**src/rtl/c_tile_bank_ctrl_if.sv**
```systemverilog
// Compute, store and drain signals of the multi-bank C-tile accumulator controller.
// The controller side is "slave"; the MAC array / output DMA side is "master".
interface c_tile_bank_ctrl_if #(
    parameter int unsigned D_WIDTH   = 64,
    parameter int unsigned ADDR_WTH  = 2,
    parameter int unsigned NUM_BANKS = 3,
    parameter int unsigned BANK_WTH  = $clog2(NUM_BANKS),
    parameter int unsigned N_MAX_WTH = 32
);
    logic [N_MAX_WTH-1:0] N_in;
    logic                 comp_ready;
    logic                 load_en;
    logic [D_WIDTH-1:0]   ld_data;
    logic                 ld_valid;
    logic                 store_en;
    logic [D_WIDTH-1:0]   st_data;
    logic                 drain_valid;
    logic [BANK_WTH-1:0]  drain_bank;
    logic                 drain_rd_en;
    logic [ADDR_WTH-1:0]  drain_rd_addr;
    logic [D_WIDTH-1:0]   drain_rd_data;
    logic                 drain_rd_valid;
    logic                 drain_done;
    logic [2:0]           err;

    modport master (
        output N_in, load_en, store_en, st_data, drain_rd_en, drain_rd_addr, drain_done,
        input  comp_ready, ld_data, ld_valid, drain_valid, drain_bank, drain_rd_data,
               drain_rd_valid, err
    );

    modport slave (
        input  N_in, load_en, store_en, st_data, drain_rd_en, drain_rd_addr, drain_done,
        output comp_ready, ld_data, ld_valid, drain_valid, drain_bank, drain_rd_data,
               drain_rd_valid, err
    );
endinterface

```
**src/rtl/c_tile_bank_ctrl.sv**
```systemverilog
// Rotating multi-bank C-tile accumulator controller: compute loads/stores N passes per tile,
// the drain side reads finished tiles and releases them with drain_done.
module c_tile_bank_ctrl #(
    parameter int unsigned D_WIDTH   = 64,
    parameter int unsigned ADDR_WTH  = 2,
    parameter int unsigned NUM_BANKS = 3,
    parameter int unsigned BANK_WTH  = $clog2(NUM_BANKS),
    parameter int unsigned N_MAX_WTH = 32,
    parameter int unsigned RD_DELAY  = 2
) (
    input logic               clk,
    input logic               rst,
    c_tile_bank_ctrl_if.slave bus
);
    localparam int unsigned Words = 2 ** ADDR_WTH;

    typedef enum logic [1:0] {StFree, StActive, StFull, StDrain} bank_state_e;

    bank_state_e          state_q [NUM_BANKS];
    bank_state_e          state_d [NUM_BANKS];
    logic [BANK_WTH-1:0]  ld_bank_q, ld_bank_d, st_bank_q, st_bank_d, dr_bank_q, dr_bank_d;
    logic [ADDR_WTH-1:0]  ld_addr_q, ld_addr_d, st_addr_q, st_addr_d;
    logic [N_MAX_WTH-1:0] ld_pass_q, ld_pass_d, st_pass_q, st_pass_d, last_pass;
    logic [2:0]           err_q, err_d;
    logic                 comp_ready, drain_valid, st_ok;
    logic                 ld_acc, st_acc, dr_rd_acc, dr_done_acc;

    logic [D_WIDTH-1:0]   mem [NUM_BANKS][Words];
    logic [RD_DELAY-1:0]  ld_vld_q, dr_vld_q;
    logic [D_WIDTH-1:0]   ld_dat_q [RD_DELAY];
    logic [D_WIDTH-1:0]   dr_dat_q [RD_DELAY];

    function automatic logic [BANK_WTH-1:0] next_bank(input logic [BANK_WTH-1:0] b);
        return (b == BANK_WTH'(NUM_BANKS - 1)) ? '0 : b + BANK_WTH'(1);
    endfunction

    assign last_pass   = (bus.N_in == '0) ? '0 : bus.N_in - N_MAX_WTH'(1);
    // Held low during reset so every output reads 0 while rst is asserted.
    assign comp_ready  = !rst && (state_q[ld_bank_q] == StFree || state_q[ld_bank_q] == StActive);
    assign drain_valid = (state_q[dr_bank_q] == StFull) || (state_q[dr_bank_q] == StDrain);
    assign st_ok       = (state_q[st_bank_q] == StActive);
    assign ld_acc      = bus.load_en && comp_ready;
    assign st_acc      = bus.store_en && st_ok;
    assign dr_rd_acc   = bus.drain_rd_en && drain_valid;
    assign dr_done_acc = bus.drain_done && drain_valid;

    always_comb begin
        state_d   = state_q;
        ld_bank_d = ld_bank_q;
        st_bank_d = st_bank_q;
        dr_bank_d = dr_bank_q;
        ld_addr_d = ld_addr_q;
        st_addr_d = st_addr_q;
        ld_pass_d = ld_pass_q;
        st_pass_d = st_pass_q;
        err_d     = err_q | {bus.drain_rd_en && !drain_valid, bus.store_en && !st_ok,
                             bus.load_en && !comp_ready};

        // The three bank-state updates below can only ever target different banks,
        // since each one requires a distinct current state.
        if (ld_acc) begin
            if (state_q[ld_bank_q] == StFree) state_d[ld_bank_q] = StActive;
            ld_addr_d = ld_addr_q + ADDR_WTH'(1);
            if (&ld_addr_q) begin
                if (ld_pass_q == last_pass) begin
                    ld_pass_d = '0;
                    ld_bank_d = next_bank(ld_bank_q);
                end else begin
                    ld_pass_d = ld_pass_q + N_MAX_WTH'(1);
                end
            end
        end

        if (st_acc) begin
            st_addr_d = st_addr_q + ADDR_WTH'(1);
            if (&st_addr_q) begin
                if (st_pass_q == last_pass) begin
                    st_pass_d          = '0;
                    state_d[st_bank_q] = StFull;
                    st_bank_d          = next_bank(st_bank_q);
                end else begin
                    st_pass_d = st_pass_q + N_MAX_WTH'(1);
                end
            end
        end

        if (dr_rd_acc && state_q[dr_bank_q] == StFull) state_d[dr_bank_q] = StDrain;
        if (dr_done_acc) begin
            state_d[dr_bank_q] = StFree;
            dr_bank_d          = next_bank(dr_bank_q);
        end
    end

    always_ff @(posedge clk or posedge rst) begin
        if (rst) begin
            for (int unsigned i = 0; i < NUM_BANKS; i++) state_q[i] <= StFree;
            ld_bank_q <= '0;
            st_bank_q <= '0;
            dr_bank_q <= '0;
            ld_addr_q <= '0;
            st_addr_q <= '0;
            ld_pass_q <= '0;
            st_pass_q <= '0;
            err_q     <= '0;
        end else begin
            state_q   <= state_d;
            ld_bank_q <= ld_bank_d;
            st_bank_q <= st_bank_d;
            dr_bank_q <= dr_bank_d;
            ld_addr_q <= ld_addr_d;
            st_addr_q <= st_addr_d;
            ld_pass_q <= ld_pass_d;
            st_pass_q <= st_pass_d;
            err_q     <= err_d;
        end
    end

    always_ff @(posedge clk) begin
        if (st_acc) mem[st_bank_q][st_addr_q] <= bus.st_data;
    end

    // Read pipelines: data is sampled at issue, so reads in flight survive drain_done.
    always_ff @(posedge clk or posedge rst) begin
        if (rst) begin
            ld_vld_q <= '0;
            dr_vld_q <= '0;
            for (int unsigned i = 0; i < RD_DELAY; i++) begin
                ld_dat_q[i] <= '0;
                dr_dat_q[i] <= '0;
            end
        end else begin
            ld_vld_q[0] <= ld_acc;
            // Pass-0 reads are zeroed at issue; the zero travels down the pipe as the flag.
            ld_dat_q[0] <= (ld_acc && ld_pass_q != '0) ? mem[ld_bank_q][ld_addr_q] : '0;
            dr_vld_q[0] <= dr_rd_acc;
            dr_dat_q[0] <= dr_rd_acc ? mem[dr_bank_q][bus.drain_rd_addr] : '0;
            for (int unsigned i = 1; i < RD_DELAY; i++) begin
                ld_vld_q[i] <= ld_vld_q[i-1];
                ld_dat_q[i] <= ld_dat_q[i-1];
                dr_vld_q[i] <= dr_vld_q[i-1];
                dr_dat_q[i] <= dr_dat_q[i-1];
            end
        end
    end

    assign bus.comp_ready     = comp_ready;
    assign bus.drain_valid    = drain_valid;
    assign bus.drain_bank     = dr_bank_q;
    assign bus.err            = err_q;
    assign bus.ld_valid       = ld_vld_q[RD_DELAY-1];
    assign bus.ld_data        = ld_vld_q[RD_DELAY-1] ? ld_dat_q[RD_DELAY-1] : '0;
    assign bus.drain_rd_valid = dr_vld_q[RD_DELAY-1];
    assign bus.drain_rd_data  = dr_vld_q[RD_DELAY-1] ? dr_dat_q[RD_DELAY-1] : '0;
endmodule
```
**src/flat_wrapper.sv**
```systemverilog
// flat-port wrapper written by rule: the top's interface ports become plain ports
module c_tile_bank_ctrl_flat 
#(
    parameter int unsigned D_WIDTH   = 64,
    parameter int unsigned ADDR_WTH  = 2,
    parameter int unsigned NUM_BANKS = 3,
    parameter int unsigned BANK_WTH  = $clog2(NUM_BANKS),
    parameter int unsigned N_MAX_WTH = 32,
    parameter int unsigned RD_DELAY  = 2
)
  (clk, rst, bus_N_in, bus_load_en, bus_store_en, bus_st_data, bus_drain_rd_en, bus_drain_rd_addr, bus_drain_done, bus_comp_ready, bus_ld_data, bus_ld_valid, bus_drain_valid, bus_drain_bank, bus_drain_rd_data, bus_drain_rd_valid, bus_err);
  c_tile_bank_ctrl_if #(.D_WIDTH(D_WIDTH), .ADDR_WTH(ADDR_WTH), .NUM_BANKS(NUM_BANKS), .BANK_WTH(BANK_WTH), .N_MAX_WTH(N_MAX_WTH)) bus_i ();
  input logic clk;
  input logic rst;
  input wire logic [$bits(bus_i.N_in)-1:0] bus_N_in;
  input wire logic [$bits(bus_i.load_en)-1:0] bus_load_en;
  input wire logic [$bits(bus_i.store_en)-1:0] bus_store_en;
  input wire logic [$bits(bus_i.st_data)-1:0] bus_st_data;
  input wire logic [$bits(bus_i.drain_rd_en)-1:0] bus_drain_rd_en;
  input wire logic [$bits(bus_i.drain_rd_addr)-1:0] bus_drain_rd_addr;
  input wire logic [$bits(bus_i.drain_done)-1:0] bus_drain_done;
  output wire logic [$bits(bus_i.comp_ready)-1:0] bus_comp_ready;
  output wire logic [$bits(bus_i.ld_data)-1:0] bus_ld_data;
  output wire logic [$bits(bus_i.ld_valid)-1:0] bus_ld_valid;
  output wire logic [$bits(bus_i.drain_valid)-1:0] bus_drain_valid;
  output wire logic [$bits(bus_i.drain_bank)-1:0] bus_drain_bank;
  output wire logic [$bits(bus_i.drain_rd_data)-1:0] bus_drain_rd_data;
  output wire logic [$bits(bus_i.drain_rd_valid)-1:0] bus_drain_rd_valid;
  output wire logic [$bits(bus_i.err)-1:0] bus_err;
  assign bus_i.N_in = bus_N_in;
  assign bus_i.load_en = bus_load_en;
  assign bus_i.store_en = bus_store_en;
  assign bus_i.st_data = bus_st_data;
  assign bus_i.drain_rd_en = bus_drain_rd_en;
  assign bus_i.drain_rd_addr = bus_drain_rd_addr;
  assign bus_i.drain_done = bus_drain_done;
  assign bus_comp_ready = bus_i.comp_ready;
  assign bus_ld_data = bus_i.ld_data;
  assign bus_ld_valid = bus_i.ld_valid;
  assign bus_drain_valid = bus_i.drain_valid;
  assign bus_drain_bank = bus_i.drain_bank;
  assign bus_drain_rd_data = bus_i.drain_rd_data;
  assign bus_drain_rd_valid = bus_i.drain_rd_valid;
  assign bus_err = bus_i.err;
  c_tile_bank_ctrl #(.D_WIDTH(D_WIDTH), .ADDR_WTH(ADDR_WTH), .NUM_BANKS(NUM_BANKS), .BANK_WTH(BANK_WTH), .N_MAX_WTH(N_MAX_WTH), .RD_DELAY(RD_DELAY)) u_core (.clk(clk), .rst(rst), .bus(bus_i));
endmodule
```
**config.mk**
```make
export PLATFORM = sky130hd
export DESIGN_NAME = c_tile_bank_ctrl_flat
export DESIGN_NICKNAME = d
export VERILOG_FILES = /design/src/rtl/c_tile_bank_ctrl_if.sv /design/src/rtl/c_tile_bank_ctrl.sv /design/src/flat_wrapper.sv
export SDC_FILE = /design/constraint.sdc
export NUM_CORES = 2
export LEC_CHECK = 0
export BUFFER_PORTS_ARGS = -buffer_cell sky130_fd_sc_hd__clkbuf_2
export CAP_MARGIN = 30
export CORE_ASPECT_RATIO = 1.5
export CORE_UTILIZATION = 30
export CTS_BUF_LIST = sky130_fd_sc_hd__clkbuf_4 sky130_fd_sc_hd__clkbuf_8
export DETAILED_ROUTE_END_ITERATION = 8
export GPL_TIMING_DRIVEN = 0
export PLACE_DENSITY = 0.57
export SETUP_SLACK_MARGIN = 0.1
export SLEW_MARGIN = 40
export SYNTH_ARGS = -nofsm -noshare
export SYNTH_HDL_FRONTEND = slang
export SYNTH_SLANG_ARGS = --single-unit
```
**constraint.sdc**
```tcl
create_clock -name clk -period 12.4 [get_ports clk]
set_clock_uncertainty 0.05 [all_clocks]
set_input_delay 1.24 -clock clk [delete_from_list [all_inputs] [get_ports clk]]
set_output_delay 1.24 -clock clk [all_outputs]
set_load 0.02 [all_outputs]
```
After elaboration in Yosys (flattened, before gate mapping) --
Memory sizes are Yosys's and may differ from the RTL's. Cells that the tools add are included.
Word-level totals: register bits after elaboration 343, memory bits (writable) 768, input bits 104, output and inout port bits 137, word-level logic and storage cells 131, memories kept 1
Operators by class: add/subtract/negate cells 8, $lt $le $gt $ge 10, eq/ne operators 9, muxes and demuxes 42, bitwise logic cells 16, reductions and logical operators 28
Memories:
- u_core.mem | depth 3, width 256, rd ports 2, clocked after Yosys merged registers in 0, wr ports 1, line c_tile_bank_ctrl.sv:28 | logic [D_WIDTH-1:0] mem [NUM_BANKS][Words];
Operators by type and width (count):
- $mux W64 | 9
- $bmux W64 S2 | 2
- $mux W256 | 1
- $demux W64 S2 | 1
- $mux W32 | 3
- $add A32 B1 Y32 const B | 2
- $eq A32 B32 Y1 | 2
- $mux W6 | 7
- $logic_not A32 Y1 | 1
- $reduce_bool A32 Y1 | 1
- $sub A32 B1 Y32 const B | 1
- $mux W2 | 12
- $ge A3 B3 Y1 const B | 6
- $not A2 Y3 | 6
- $logic_and A1 B1 Y1 | 14
- $bmux W2 S2 | 3
- $demux W2 S2 | 3
- $lt A3 B1 Y1 const B | 4
- $add A2 B1 Y2 const B | 5
- $eq A2 B2 Y1 const B | 5
- $or A3 B3 Y3 | 3
- $reduce_and A4 Y1 | 2
- $and A3 B3 Y3 | 2
- $and A6 B6 Y6 | 1
- other kinds (10) | 17

Logic depth before layout (Yosys ltp) --
depth in word-level cells 17, mapped depth 15, depth with buffers taken out 12

Least setup slack after synthesis --
No wires, ideal clock.
path type in2reg, from input port rst, to register u_core.ld_pass_q[31], library setup time 120 ps, arrival 11018 ps, required time 12230 ps, setup slack 1212 ps, cell stages on the path 10, path buffers 1, cell sequence inv_1 > o2111a_1 > clkbuf_1 > nand3_1 > or4_1 > nor3_1 > nand2_1 > nor3_1 > xnor2_1 > nor2_1
On the way: longest elaborated chain between the ends 4
RTL lines:
- start, declared | line flat_wrapper.sv:14 | input logic rst;
- $logic_not A1 Y1 | line c_tile_bank_ctrl.sv:39 | assign comp_ready = !rst && (state_q[ld_bank_q] == StFree || state_q[ld_bank_q] == StActive);
- $logic_and A1 B1 Y1 | line c_tile_bank_ctrl.sv:39
- $logic_and A1 B1 Y1 | line c_tile_bank_ctrl.sv:42 | assign ld_acc = bus.load_en && comp_ready;
- net u_core.ld_acc | line c_tile_bank_ctrl.sv:26 | logic ld_acc, st_acc, dr_rd_acc, dr_done_acc;
- $reduce_and A3 Y1 (no source line)
- end signal, assigned | line c_tile_bank_ctrl.sv:112 | ld_pass_q <= ld_pass_d;
- end, declared | line c_tile_bank_ctrl.sv:23 | logic [N_MAX_WTH-1:0] ld_pass_q, ld_pass_d, st_pass_q, st_pass_d, last_pass;
The timed path passes the listed nets, and every way through them passes these cells. A chain may end at the register's enable or synchronous reset.

Worst setup path after layout --
from input port bus_N_in[0], to register u_core.st_pass_q[16]
On the way: longest elaborated chain between the ends 4, elaborated cells on any way between the ends 5, classes of those cells add/sub: 1; eq/ne: 1; mux: 2; reduce/logical: 1
RTL lines:
- start, declared | line flat_wrapper.sv:15 | input wire logic [$bits(bus_i.N_in)-1:0] bus_N_in;
- $sub A32 B1 Y32 / $logic_not A32 Y1 (equally long branches) | line c_tile_bank_ctrl.sv:37 | assign last_pass = (bus.N_in == '0) ? '0 : bus.N_in - N_MAX_WTH'(1);
- $mux W32 * | line c_tile_bank_ctrl.sv:37
- $eq A32 B32 Y1 * | line c_tile_bank_ctrl.sv:77 | if (st_pass_q == last_pass) begin
- $mux W32 * | line c_tile_bank_ctrl.sv:77
- end signal, assigned | line c_tile_bank_ctrl.sv:113 | st_pass_q <= st_pass_d;
- end, declared | line c_tile_bank_ctrl.sv:23
Mark *: on every way between the ends. The rest lies on a longest branch, timed or not.

==> results by group <==
STA
  • Final setup fails: 0
  • Fin crit period: around 5200 ps
  • Fin Hold WS: 223 ps
  • Maximum clock rate: 191 MHz
  • Final max-slew violation count: 0
  • Max-slew headroom: ~36%
  • Final Hold Viols: 0
  • Setup total negative slack: 0 ps
  • Fin crit share: a little over two fifths
  • RSZ-0062 raised after global routing: false
  • Worst-margin pin slew: 959 ps

Setup path
  • Flop2flop setup slack: 8330 ps
  • Worst setup EP type: register
  • CP startpoint: bus_N_in[0]
  • Critical path fanouts, max: 10
  • Worst reg2reg path startpoint: u_core.ld_bank_q[0]
  • Crit Path Class: primary input to register
  • Worst r2r dst: u_core.ld_pass_q[31]
  • Critical Path RT: between 10000 and 15000 ps
  • Startpoint Class: primary input
  • R2R depth: 11
  • Crit path capture: u_core.st_pass_q[16]
  • Critical Path AT: just under 6000 ps

CTS
  • Total number of H-tree levels: 4
  • Post_cts resized: 0
  • CTS Root Cell: clkbuf_8
  • Hold-fix buffers, CTS: 0
  • Clock tree from TritonCTS: yes
  • Number of buffers created by CTS: 175
  • Worst-Skew Late Latency: between 900 and 1000 ps
  • Clock sink count: 1111
  • Clock slew at reported path FFs: around 80 ps
  • Post-CTS Setup Bufs: 0
  • CTS Buffer Depth: 3

Finish
  • Layout area overhead: 17.2%
  • Fillers: 16600
  • Multi-input logic area: around 18000 µm²
  • FF/Latch Area: between 30000 and 40000 µm²
  • Finished Layout Cells: approximately 6900
  • Layout Nets: 4600
  • Layout cells sized above 1: 18.6%

Route
  • Initial DRC Count: approximately 3100
  • Max Used Layer: met5
  • Vias/cell: roughly 5.2
  • Via Count: 35600
  • Met3 WL post-DR: approximately 11000 µm
  • DRC violations left: 0
  • Initial DRT Pass Iterations: 7
  • Routed len/inst: ~25 µm
  • DRT Wirelength: between 150000 and 200000 µm
  • Wire length on met1: about 68000 µm
  • Number of routed nets with antenna violations: 0
  • Met2 WL: approximately 87000 µm

Global routing
  • Vias in the first global route: between 30000 and 40000
  • Largest net degree at the start of global routing: 73
  • Grt ovf: 0
  • Initial antenna violation count: 16
  • Global-route wire length before repair: roughly 250000 µm
  • GR Util All Layers: slightly below 20%

Die
  • Die ar.: 172000 µm²
  • Starting Density: ~30%
  • Die height: just over 500 µm
  • I/O pin count: ~240
  • FP Rows: 185
  • Total core area: 169000 µm²
  • Die W: 339 µm

Yosys
  • Adder-cell share of the synthesized area: 0.220%
  • Post-synthesis mux area share: between 10% and 20%
  • Synth warn: 0
  • Synth Area in XOR/XNOR: under 10%
  • Syn avg cell area: roughly 13 µm²
  • Synth Cell Area: slightly above 50000 µm²
  • Simple-gate share of the synthesized area: a little over a tenth
  • Post-synth EDFFs: ~770
  • Synthesized flop and latch total: roughly 1100
  • Ys flop type: edfxtp_1
  • Mapped Nets: approximately 4200
  • Synth Area in Compound Gates: under 10%
  • Largest family of logic cells by synthesized area: multiplexers
  • Netlist cell types: slightly above 80
  • Post-synth ARST share: approximately 31%
  • Cells after Synth: between 4000 and 5000
  • Sequential share of the synthesized area: between 60% and 70%

Place
  • Detail Placement HPWL: 125000 µm
  • Dpl cells: 6552
  • Port-buffer cells: between 200 and 250
  • GP Congestion: 0.949

Min path
  • Hold crit path type: primary input to async pin

Power and ir drop
  • LEAKAGE: 21.6 nW
  • Switching Power: approximately 2.5 mW
  • Switching portion of total power: ~27%
  • Worst VDD drop: roughly 80 µV
  • Int Power: about 6.6 mW
  • Reg power frac: a little under half
  • Power Density: 152 nW/µm²
  • Clock power frac: a little under two fifths
  • Comb pwr share: 15.6%
  • Total power: between 9 and 10 mW

Outcome
  • Outcome: finished, final reports clean

Flow run
  • Number of max-cap violations: 0
per-stage QoR:
stage	worst slack (ps)	util [%]	cell area [µm²]
5_1_grt	7080	35.4	59900
3_3_place_gp	-2840	32.6	55100
3_5_place_dp	6360	33.1	56000
2_1_floorplan	1210	-	51100
6_report	7170	35.4	59900
4_1_cts	7350	35.4	59900
final cells by class:
type / instances / share of cell area (%)
well taps: 2244 / 4.69
clock buffers: 277 / 5.75
flip-flops and latches: 1111 / 52.8
plain buffers: 275 / 1.96
multi-input cells: 2628 / 30.7
repair buffers: 273 / 3.27
diodes: 3 / 0.0125
clock inverters: 48 / 0.606
inverters: 23 / 0.157
cell usage in the layout, fill, tap and decap left out, types with 7 or more instances in the layout:
master and count:
buf_2 51, or4_1 9, clkbuf_2 266, clkbuf_1 145, a21o_1 9, nor3_1 28, edfxtp_1 768, nor4_1 24
buf_1 37, nor4_2 7, ha_1 9, clkinv_2 18, mux4_2 128, a31oi_1 7, xor2_1 46, o21ai_0 31
nor2_1 756, nand4_1 27, buf_16 8, or3_1 14, xnor2_1 38, clkbuf_4 60, and3_1 17, buf_12 25
clkbuf_8 218, nand3_1 34, mux2i_1 519, nor2b_1 9, and2_4 12, buf_4 9, o21a_1 8, and2_1 135
a211oi_1 8, a21oi_1 532, dfrtp_1 343, clkinv_1 12, nand2_1 85, inv_1 22
registers in the layout, summed over array words and instances, names as in the netlist, 3 cells and up:
name              count
u_core.ld_dat_q     128
u_core.state_q        6
u_core.mem          768
u_core.bus.err        3
u_core.st_pass_q     32
u_core.dr_dat_q     128
u_core.ld_pass_q     32
Yosys cell counts, types with 5 or more instances:
| cell | number | area [µm²] |
|---|---|---|
| clkbuf_1 | 179 | 672 |
| or3_1 | 14 | 87.6 |
| o21a_1 | 8 | 60.1 |
| nor4_2 | 5 | 62.6 |
| nand2_1 | 85 | 319 |
| xor2_1 | 47 | 412 |
| o311ai_0 | 5 | 43.8 |
| and2_1 | 147 | 920 |
| nor2_1 | 756 | 2840 |
| nor2b_1 | 9 | 56.3 |
| a21oi_1 | 532 | 2660 |
| buf_2 | 7 | 35.0 |
| and4_1 | 6 | 52.6 |
| buf_1 | 82 | 308 |
| and3_1 | 17 | 106 |
| mux4_2 | 128 | 2880 |
| nand3b_1 | 6 | 45.0 |
| o21ai_0 | 33 | 165 |
| or4_1 | 9 | 67.6 |
| edfxtp_1 | 768 | 23100 |
| ha_1 | 9 | 113 |
| nand2b_1 | 6 | 37.5 |
| buf_4 | 5 | 37.5 |
| o21bai_1 | 5 | 37.5 |
| inv_1 | 23 | 86.3 |
| a31oi_1 | 7 | 43.8 |
| nor4_1 | 27 | 169 |
| xnor2_1 | 40 | 350 |
| dfrtp_1 | 343 | 8580 |
| nand4_1 | 27 | 169 |
| nand3_1 | 34 | 170 |
| a211o_1 | 5 | 43.8 |
| a21o_1 | 9 | 67.6 |
| mux2i_1 | 519 | 5190 |
| a211oi_1 | 8 | 60.1 |
| nor3_1 | 29 | 145 |
critical path, cell delays in order:
cell and delay, ps:
clkbuf_2 200, inv_1 180, ha_1 230, nor3b_2 590, nand4_1 480, nor3_2 730, clkbuf_1 570, nor3_1 120
a21oi_1 230, nand4_1 140, nor4_1 190, and4_1 290, and2_1 200, buf_2 250, buf_4 220, nor2_1 70
power groups by stage:
stage | clock, mW | sequential, mW | combinational [mW]
floorplan | 0 | 4.39 | 0.891
global placement | 0 | 4.43 | 1.36
detailed placement | 0 | 4.41 | 1.42
CTS | 3.42 | 4.34 | 1.43
global route | 3.55 | 4.36 | 1.53
finish | 3.35 | 4.34 | 1.42
how the worst min path moves through the flow:
stage,from,endpoint,depth (start not counted)
global placement,u_core.ld_dat_q[64],u_core.ld_dat_q[0],0
floorplan,u_core.dr_dat_q[64],u_core.dr_dat_q[0],0
detailed placement,u_core.dr_dat_q[84],u_core.dr_dat_q[20],0
global route,rst,u_core.bus.err[0],2
CTS,rst,u_core.bus.err[0],2
finish,rst,u_core.bus.err[0],2
logic make-up after synthesis:
logic type / Yosys count
flops: 1111
mux: 653
compound gates: 667
simple gates: 1210
fa+ha+maj: 9
buf+inv: 298
xor+xnor: 89
metal layers:
metal | GRT usage, % | vias to the layer above
li1 | - | 15700
met1 | 23.5 | 18000
met2 | 34.5 | 1502
met3 | 3.76 | 407
met4 | 8.80 | 16
met5 | 0 | -
No activity file was read; power rests on OpenSTA's default activity.
